`config.mk`:
```
export PLATFORM = sky130hd
export DESIGN_NAME = memory_ctrl
export DESIGN_NICKNAME = d
export VERILOG_FILES = /design/src/rtl/memory_ctrl.sv
export SDC_FILE = /design/constraint.sdc
export NUM_CORES = 1
export LEC_CHECK = 0
export CAP_MARGIN = 15
export CORE_MARGIN = 5
export CORE_UTILIZATION = 32
export DETAILED_ROUTE_END_ITERATION = 10
export SLEW_MARGIN = 20
export SYNTH_ARGS = -nofsm -noshare
export SYNTH_HDL_FRONTEND = slang
export SYNTH_SLANG_ARGS = --single-unit
```
`constraint.sdc`:
```
create_clock -name CLK -period 5.2 [get_ports CLK]
set_clock_uncertainty 0.1 [all_clocks]
set_input_delay 0.52 -clock CLK [delete_from_list [all_inputs] [get_ports CLK]]
set_output_delay 0.52 -clock CLK [all_outputs]
set_load 0.01 [all_outputs]
```
`src/rtl/memory_ctrl.sv`:
```
// Single-port synchronous RAM with registered read, selectable read-during-write
// behaviour and a sequencer that clears every word to INIT_VAL after reset.
module memory_ctrl #(
  parameter int                 DATA_W      = 4,
  parameter int                 ADDR_W      = 4,
  parameter logic [DATA_W-1:0]  INIT_VAL    = '0,
  parameter bit                 WRITE_FIRST = 1'b1
) (
  input  logic              CLK,
  input  logic              RST,
  input  logic              WR,
  input  logic              RD,
  input  logic [ADDR_W-1:0] A,
  input  logic [DATA_W-1:0] D_IN,
  output logic [DATA_W-1:0] Q,
  output logic              Q_VAL,
  output logic              BUSY,
  output logic              ERR
);

  localparam int                DEPTH    = 2 ** ADDR_W;
  localparam logic [ADDR_W-1:0] LAST_IDX = ADDR_W'(DEPTH - 1);

  typedef enum logic {
    CLEAR = 1'b0,
    READY = 1'b1
  } state_t;

  state_t              state_q;
  logic [ADDR_W-1:0]   cnt_q;
  logic [ADDR_W-1:0]   cnt_d;
  logic [DATA_W-1:0]   q_q;
  logic                q_val_q;
  logic                busy_q;
  logic                err_q;

  logic [DATA_W-1:0]   mem_q [DEPTH];

  logic                mem_we;
  logic [ADDR_W-1:0]   mem_addr;
  logic [DATA_W-1:0]   mem_wdata;

  assign cnt_d = cnt_q + 1'b1;

  // The clear sequencer owns the write port while in CLEAR; the reset edge never writes.
  always_comb begin
    mem_we    = 1'b0;
    mem_addr  = A;
    mem_wdata = D_IN;
    if (!RST) begin
      if (state_q == CLEAR) begin
        mem_we    = 1'b1;
        mem_addr  = cnt_q;
        mem_wdata = INIT_VAL;
      end else begin
        mem_we    = WR;
      end
    end
  end

  always_ff @(posedge CLK) begin
    if (mem_we) begin
      mem_q[mem_addr] <= mem_wdata;
    end
  end

  always_ff @(posedge CLK) begin
    if (RST) begin
      state_q <= CLEAR;
      cnt_q   <= '0;
      q_q     <= '0;
      q_val_q <= 1'b0;
      busy_q  <= 1'b1;
      err_q   <= 1'b0;
    end else begin
      case (state_q)
        CLEAR: begin
          cnt_q   <= cnt_d;
          q_val_q <= 1'b0;
          err_q   <= WR | RD;
          if (cnt_q == LAST_IDX) begin
            state_q <= READY;
            busy_q  <= 1'b0;
          end
        end
        READY: begin
          err_q   <= 1'b0;
          q_val_q <= RD;
          if (RD) begin
            // The array read sees the pre-edge contents, which gives read-first for free.
            if (WR && WRITE_FIRST) begin
              q_q <= D_IN;
            end else begin
              q_q <= mem_q[A];
            end
          end
        end
        default: begin
          state_q <= CLEAR;
          cnt_q   <= '0;
          busy_q  <= 1'b1;
        end
      endcase
    end
  end

  assign Q     = q_q;
  assign Q_VAL = q_val_q;
  assign BUSY  = busy_q;
  assign ERR   = err_q;

endmodule

```
==> results.md, run 1 <==
| Quantity | Reported | Unit |
|---|---|---|
| Antenna violations before repair | 0 | - |
| Synth Area in Simple Gates | 9.941 | % |
| Via count of the first global-routing pass | 1,787 | - |
| Crit Path Max Fanout | 15 | - |
| Standard-cell row count | 36 | - |
| Net count of the finished layout | 255 | - |
| Category of the worst setup path capture point | register | - |
| Root Driver | sky130_fd_sc_hd__clkbuf_8 | - |
| Worst Setup Start Kind | input port | - |
| Number of buffers inserted by post-CTS setup repair | 0 | - |
| Number of hold-slack violations in the final timing report | 0 | - |
| Xor and xnor fraction of the mapped netlist area | 0.8251 | % |
| Count of inserted antenna diode cells | 0 | - |
| Hold Crit Class | register to register | - |
| Worst reg2reg path endpoint | mem_q[0][3]$_DFFE_PP_ | - |
| Placer's final routability congestion estimate | 0.7770 | - |
| Slew Limit Headroom | 41.83 | % |
| Core box area | 9729 | µm² |
| Remaining DRCs | 0 | - |
| Clock network latency to the later pin of the worst-skew pair | 340 | ps |
| Total iterations of the first detailed-routing run | 4 | - |
| Synth Register Bits | 76 | - |
| H-tree lvl count | 3 | - |
| Total routing resource utilization after global routing | 11.58 | % |
| Total gr overflow | 0 | - |
| Mean routed wirelength per cell | 17.30 | µm |
| Via Count | 1,895 | - |
| Buffer depth of the longest clock path | 2 | - |
| Synthesized-area fraction occupied by ao, oa, aoi and oai cells | 8.330 | % |
| Final setup violating endpoints | 0 | - |
| Top cell type's share of synthesized area | 60.35 | % |
| Class of the most critical setup path | input port to register | - |
| First-pass GRT wire length | 10,150 | µm |
| Largest area contributor in the synthesized netlist | sky130_fd_sc_hd__edfxtp_1 | - |
| Drt initial violations | 139 | - |
| Instance count of the mapped netlist | 219 | - |
| Tmin final | 2945 | ps |
| Cts repair resizes | 0 | - |
| Sum of negative setup slack | 0 | ps |
| Detailed Place HPWL | 4557 | µm |
| Final-report max-slew violation count | 0 | - |
| Synthesized netlist net count | 232 | - |
| Worst hold start | BUSY$_SDFFE_PP1P_ | - |
| Die Outline Area | 12,050 | µm² |
| Share of synthesized area spent on multiplexers | 10.10 | % |
| Number of distinct library cell variants in the gate-level netlist after synthesis | 36 | - |
| Horizontal extent of the die | 109.8 | µm |
| Clk sinks | 76 | - |
| Cell types with the largest area share after synthesis | sky130_fd_sc_hd__edfxtp_1 60%, sky130_fd_sc_hd__dfxtp_1 7.5%, sky130_fd_sc_hd__mux4_1 4.1%, sky130_fd_sc_hd__nor2_1 3.5%, sky130_fd_sc_hd__mux2i_1 3.1% | - |
| Worst hold path stage count | 1 | - |
| Placed Cells incl. Taps | 364 | - |
| Post-cts hold buffer count | 0 | - |
| Inserted Clock Buffers | 9 | - |
| Netlist Area Pre-Place | 3184 | µm² |
| Drt total wl | 6575 | µm |
| RR Startpoint | state_q$_SDFF_PP0_ | - |
| Maximum number of pins on one net before global-route repair | 25 | - |
| RSZ-0062 raised after global routing | no | - |
| Register area share after synthesis | 67.90 | % |
| Final worst path period share | 56.63 | % |
| Die Ht | 109.8 | µm |
| Combinational family with the most area after synthesis | multiplexers | - |
| Achievable Freq | 0.3396 | GHz |
| Ys Warns | 0 | - |
| Capture endpoint of the worst hold path | BUSY$_SDFFE_PP1P_ | - |
| Number of cells in the finished layout apart from fillers | 380 | - |
| Clock-pin slew on the worst setup and hold paths | 80 | ps |
| Post-synthesis area per instance | 14.54 | µm² |
| Clock tree from TritonCTS | yes | - |
| Worst vdd ir | 161.7 | µV |
| Worst path required time | 5080 | ps |
| Initial core utilization | 32.73 | % |
| Max-capacitance violation count | 0 | - |
| Worst-Margin Slew | 869.9 | ps |
| Fraction of layout instances using a drive strength above 1 | 10.93 | % |
| Number of vias per cell after detailed routing | 4.987 | - |
| Layout overhead on the synthesized area | 16.50 | % |
| Static leakage power | 0.001208 | µW |
| Count of nets left with antenna violations after detail routing | 0 | - |
| Flop-to-flop setup slack | 2780 | ps |
| Adder-cell area share of the yosys netlist | 0.3929 | % |
| Run status | complete, no violations | - |
| Worst Reg2Reg Path Length in Cells | 4 | - |
| Number of top-level design ports | 19 | - |
| Count of buffers inserted at the top-level ports | 18 | - |
| Pwr dens | 324.5 | nW/µm² |
| Crit path arrival time | 2830 | ps |
==> power by group <==
group	switching, µW	internal, µW
combinational	46.7	30.9
sequential	5.89	670
clock	204	247
total	257	947
==> layout make-up <==
type,count,area (µm²)
fillers,904,6020
flip-flops and latches,76,2162
multi-input cells,127,942.2
repair buffers,23,217.7
well taps,133,166.4
clock buffers,12,155.1
clock inverters,4,47.55
inverters,5,18.77
==> state kept, by name, summed over array words and instances (netlist names) <==
register,count
cnt_q,4
mem_q,64
Q_VAL,1
BUSY,1
ERR,1
Q,4
state_q,1
==> cell usage in the layout, fill, tap and decap left out, types with 2 or more instances in the layout <==
cell type,instances
sky130_fd_sc_hd__edfxtp_1,64
sky130_fd_sc_hd__nor2_1,30
sky130_fd_sc_hd__clkdlybuf4s50_1,18
sky130_fd_sc_hd__dfxtp_1,12
sky130_fd_sc_hd__clkbuf_8,11
sky130_fd_sc_hd__nor3_1,10
sky130_fd_sc_hd__mux2i_1,10
sky130_fd_sc_hd__nand2_1,10
sky130_fd_sc_hd__a211oi_1,7
sky130_fd_sc_hd__a21oi_1,6
sky130_fd_sc_hd__nor2b_1,5
sky130_fd_sc_hd__inv_1,5
sky130_fd_sc_hd__a31oi_1,5
sky130_fd_sc_hd__mux4_1,5
sky130_fd_sc_hd__buf_4,5
sky130_fd_sc_hd__o22a_1,4
sky130_fd_sc_hd__o221ai_1,4
sky130_fd_sc_hd__nand2b_1,3
sky130_fd_sc_hd__nor3b_1,3
sky130_fd_sc_hd__mux4_2,3
sky130_fd_sc_hd__a22oi_1,3
sky130_fd_sc_hd__o211ai_1,3
sky130_fd_sc_hd__nand3_1,2
sky130_fd_sc_hd__mux2_2,2
sky130_fd_sc_hd__xor2_1,2
sky130_fd_sc_hd__clkinv_2,2
==> cells by family (layout without fill, tap and decap cells) <==
group           after synthesis  count (layout)
compound gates               36              36
mux                          20              20
xor+xnor                      3               3
fa+ha+maj                     1               1
buf+inv                      16              44
flops                        76              76
simple gates                 67              67
==> worst max-delay path by stage <==
| stage | from | slack (ps) | cells after the start | end |
|---|---|---|---|---|
| 6_report | RST | 2260 | 5 | mem_q[0][3]$_DFFE_PP_ |
| 5_1_grt | RST | 2050 | 5 | mem_q[10][2]$_DFFE_PP_ |
| 3_3_place_gp | RST | 2000 | 5 | mem_q[3][1]$_DFFE_PP_ |
| 2_1_floorplan | RST | 3360 | 4 | mem_q[3][0]$_DFFE_PP_ |
| 3_5_place_dp | RST | 1920 | 5 | mem_q[10][3]$_DFFE_PP_ |
| 4_1_cts | RST | 2280 | 5 | mem_q[10][2]$_DFFE_PP_ |
==> worst max-delay path, stage by stage <==
cell and delay [ps]:
sky130_fd_sc_hd__clkdlybuf4s50_1 700, sky130_fd_sc_hd__nor2_1 790, sky130_fd_sc_hd__mux2i_1 300, sky130_fd_sc_hd__nand2_1 130
sky130_fd_sc_hd__nor2_1 370
==> Yosys cell counts <==
| cell | count |
|---|---|
| sky130_fd_sc_hd__buf_4 | 2 |
| sky130_fd_sc_hd__xor2_1 | 2 |
| sky130_fd_sc_hd__mux2i_1 | 10 |
| sky130_fd_sc_hd__mux4_1 | 5 |
| sky130_fd_sc_hd__a211oi_1 | 7 |
| sky130_fd_sc_hd__nor2b_1 | 5 |
| sky130_fd_sc_hd__nand4b_1 | 1 |
| sky130_fd_sc_hd__a31oi_1 | 5 |
| sky130_fd_sc_hd__edfxtp_1 | 64 |
| sky130_fd_sc_hd__or2_2 | 1 |
| sky130_fd_sc_hd__a21o_1 | 1 |
| sky130_fd_sc_hd__clkbuf_1 | 4 |
| sky130_fd_sc_hd__xnor2_1 | 1 |
| sky130_fd_sc_hd__o211ai_2 | 1 |
| sky130_fd_sc_hd__nor3_1 | 10 |
| sky130_fd_sc_hd__mux4_2 | 3 |
| sky130_fd_sc_hd__mux2_2 | 2 |
| sky130_fd_sc_hd__o21a_1 | 1 |
| sky130_fd_sc_hd__o221ai_1 | 4 |
| sky130_fd_sc_hd__nand2b_1 | 3 |
| sky130_fd_sc_hd__nand4bb_1 | 1 |
| sky130_fd_sc_hd__inv_1 | 5 |
| sky130_fd_sc_hd__a22oi_1 | 3 |
| sky130_fd_sc_hd__buf_6 | 1 |
| sky130_fd_sc_hd__nand3_1 | 2 |
| sky130_fd_sc_hd__nand2_1 | 10 |
| sky130_fd_sc_hd__a221oi_1 | 1 |
| sky130_fd_sc_hd__dfxtp_1 | 12 |
| sky130_fd_sc_hd__a21oi_1 | 6 |
| sky130_fd_sc_hd__ha_1 | 1 |
| sky130_fd_sc_hd__nor3b_1 | 3 |
| sky130_fd_sc_hd__buf_2 | 4 |
| sky130_fd_sc_hd__o211ai_1 | 3 |
| sky130_fd_sc_hd__o22a_1 | 4 |
| sky130_fd_sc_hd__nand3b_1 | 1 |
| sky130_fd_sc_hd__nor2_1 | 30 |
==> routing by layer <==
metal	part of all wire (%)	vias to the layer above	track usage (%)
met3	5.5	10	2.995
met1	45	940	15.28
met4	1.9	0	4.809
met2	47	52	18.13
li1	-	893	-
met5	0	-	0
==> stage by stage <==
step | cell area, µm² | worst slack [ps] | utilization [%] | hold slack [ps] | total power, µW
2_1_floorplan | 3184 | 3360 | - | 397.2 | 736.7
3_3_place_gp | 3507 | 2000 | 36.05 | 336.9 | 765.9
3_5_place_dp | 3507 | 1920 | 36.05 | 338.6 | 767.0
4_1_cts | 3710 | 2276 | 38.13 | 357.7 | 1216
5_1_grt | 3710 | 2046 | 38.13 | 386.0 | 1247
6_report | 3710 | 2255 | 38.13 | 353.0 | 1204
(Power assumes the default switching activity.)
==> inputs of run 2 (changes only) <==
- clock period: 5.2 -> 2.4 ns (I/O delays scaled with it)
==> run 2 against run 1 <==
Compared with the run above: sequential share of layout area decreased by 0.83 points; via count is 0.95% lower; non-clock buffer count increased by 6; hold slack is essentially flat; sequential cell count unchanged.
==> results.md, run 2 (synthesized netlist as in run 1, its figures left out) <==
| Quantity | Reported | Unit | Change |
|---|---|---|---|
| Highest-count cells in the layout ignoring fill and taps | 64 x sky130_fd_sc_hd__edfxtp_1, 30 x sky130_fd_sc_hd__nor2_1, 18 x sky130_fd_sc_hd__clkdlybuf4s50_1 | - |  |
| Worst Setup Start Kind | register | - |  |
| Number of cells on the critical path | 5 | - | unchanged |
| Via count of the first global-routing pass | 1,870 | - | +4.6% |
| Net switching power figure | 585.8 | µW | +130% |
| Buffering stage count on the worst path with inverters included | 1 | - | unchanged |
| Final-report max-slew violation count | 0 | - | unchanged |
| Count of inserted antenna diode cells | 0 | - | unchanged |
| Run status | complete, no violations | - |  |
| Reg with most FFs | mem_q | - |  |
| RSZ-0062 raised after global routing | no | - |  |
| Pwr dens | 678.2 | nW/µm² | +110% |
| Detailed Place HPWL | 4420 | µm | -3.0% |
| Antenna violations before repair | 0 | - | unchanged |
| Worst hold-check slack | 353.4 | ps | +0.4050 ps |
| Placer's final routability congestion estimate | 0.7667 | - | -1.3% |
| Class of the most critical setup path | register to register | - |  |
| H-tree lvl count | 3 | - | unchanged |
| Drt initial violations | 171 | - | +23% |
| Maximum number of pins on one net before global-route repair | 29 | - | +16% |
| Final worst-path setup slack | 334.9 | ps | -1920 ps |
| Final setup violating endpoints | 0 | - | unchanged |
| Fraction of layout instances using a drive strength above 1 | 13.04 | % | +2.1 points |
| Count of nets left with antenna violations after detail routing | 0 | - | unchanged |
| Slew Limit Headroom | 70.84 | % | +29 points |
| Worst hold path stage count | 1 | - | unchanged |
| Remaining DRCs | 0 | - | unchanged |
| Via Count | 1,877 | - | -0.95% |
| Reg power frac | 57.3 | % | +1.2 points |
| Clk sinks | 76 | - | unchanged |
| Mean routed wirelength per cell | 16.68 | µm | -3.6% |
| Die Outline Area | 12,050 | µm² | unchanged |
| Cts repair resizes | 0 | - | unchanged |
| Number of hold-slack violations in the final timing report | 0 | - | unchanged |
| Clock-pin slew on the worst setup and hold paths | 80 | ps | about the same |
| First-pass GRT wire length | 10,240 | µm | +0.89% |
| Clock network latency to the later pin of the worst-skew pair | 350 | ps | about the same |
| Crit-path cells | nor2_1, buf_4, mux2_2, nand2_1, nor2_1 | - |  |
| Standard-cell row count | 36 | - | unchanged |
| Relative contribution of the clock network to total power | 35.7 | % | -1.7 points |
| Hold Crit Class | register to register | - |  |
| Buffer depth of the longest clock path | 2 | - | unchanged |
| Worst vdd ir | 220.5 | µV | +36% |
| Total routing resource utilization after global routing | 11.74 | % | +0.16 points |
| Count of buffers inserted at the top-level ports | 18 | - | unchanged |
| Peak per-stage delay on the critical path | 580 | ps | -210 ps |
| Static leakage power | 0.001234 | µW | +2.2% |
| Inserted Clock Buffers | 9 | - | unchanged |
| Area of combinational cells with multiple inputs | 942.2 | µm² | unchanged |
| Most frequent standard cell in the layout excluding fill and tap cells | sky130_fd_sc_hd__edfxtp_1 | - |  |
| Initial core utilization | 32.73 | % | unchanged |
| Placed Cells incl. Taps | 370 | - | +1.6% |
| Layout overhead on the synthesized area | 18.19 | % |  |
| Worst-Margin Slew | 435.8 | ps | -434.0 ps |
| Number of vias per cell after detailed routing | 4.863 | - | -2.5% |
| Number of top-level design ports | 19 | - | unchanged |
| Final design utilization | 38.68 | % | +0.55 points |
| Number of cells in the finished layout apart from fillers | 386 | - | +1.6% |
| Post-cts hold buffer count | 0 | - | unchanged |
| Category of the worst setup path capture point | register | - |  |
| Slowest cell on crit path | sky130_fd_sc_hd__dfxtp_1 | - |  |
| Final worst path period share | 86.05 | % |  |
| Max-capacitance violation count | 0 | - | unchanged |
| Crit Path Max Fanout | 15 | - | unchanged |
| Worst path required time | 2300 | ps | -2780 ps |
| Worst Reg2Reg Path Length in Cells | 5 | - | +1 |
| Root Driver | sky130_fd_sc_hd__clkbuf_8 | - |  |
| Number of buffers inserted by post-CTS setup repair | 0 | - | unchanged |
| Sequential cell area | 2162 | µm² | unchanged |
| Largest register FFs | 64 | - | unchanged |
| Core box area | 9729 | µm² | unchanged |
| Tmin final | 2065 | ps |  |
| Die Ht | 109.8 | µm | unchanged |
| Worst setup timing slack at the placement stage | 222.5 | ps | -1697 ps |
| Cell occurring most often along the worst timing path | sky130_fd_sc_hd__nor2_1 | - |  |
| Kind of cell with the highest combined delay on the critical path | simple AND/OR/NAND/NOR gates | - |  |
| Net count of the finished layout | 261 | - | +2.4% |
| Fill cell instance count of the final layout | 929 | - | +2.8% |
| Cell-internal power | 1967 | µW | +110% |
| Total gr overflow | 0 | - | unchanged |
| Clock tree from TritonCTS | yes | - |  |
| Sum of negative setup slack | 0 | ps | unchanged |
| Total iterations of the first detailed-routing run | 4 | - | unchanged |
| Horizontal extent of the die | 109.8 | µm | unchanged |
| Switching Fraction | 22.95 | % | +1.6 points |
| Crit path arrival time | 1960 | ps | -870 ps |
| Drt total wl | 6440 | µm | -2.1% |
| Logic gate share of total power | 7.0 | % | +0.5 points |
| Achievable Freq | 0.4842 | GHz |  |
==> run 2: final timing paths <==
check                     start                     end  slack (ps)
max          state_q$_SDFF_PP0_  mem_q[12][2]$_DFFE_PP_         330
min           BUSY$_SDFFE_PP1P_       BUSY$_SDFFE_PP1P_         350
max reg2reg  state_q$_SDFF_PP0_  mem_q[12][2]$_DFFE_PP_         330
min reg2reg   BUSY$_SDFFE_PP1P_       BUSY$_SDFFE_PP1P_         350
==> run 2: area by class of cell <==
cell class                 count  area share (%)
clock buffer                  11           4.056
clock inverter                 5          0.8976
inverter                       5          0.4987
multi-input combinational    127           25.03
sequential                    76           57.45
tap                          133           4.422
timing repair buffer          29           7.646
==> run 2: power groups by stage <==
| stage | Combinational (µW) | Sequential (µW) | Clock, µW |
|---|---|---|---|
| 3_3_place_gp | 178 | 1490 | 0 |
| 5_1_grt | 198 | 1470 | 979 |
| 6_report | 179 | 1460 | 910 |
| 3_5_place_dp | 179 | 1490 | 0 |
| 4_1_cts | 180 | 1460 | 928 |
| 2_1_floorplan | 107 | 1490 | 0 |
==> run 2: routing by layer <==
metal | wire [µm] | GRT usage (%)
met1 | 2844 | 15.11
met2 | 3167 | 19.14
met3 | 325 | 1.938
met4 | 102 | 5.877
met5 | 0 | 0
==> run 2: through the flow <==
stage          area [µm²]  power, µW
3_5_place_dp         3577       1672
4_1_cts              3764       2571
5_1_grt              3764       2642
6_report             3764       2552
2_1_floorplan        3184       1596
3_3_place_gp         3577       1671
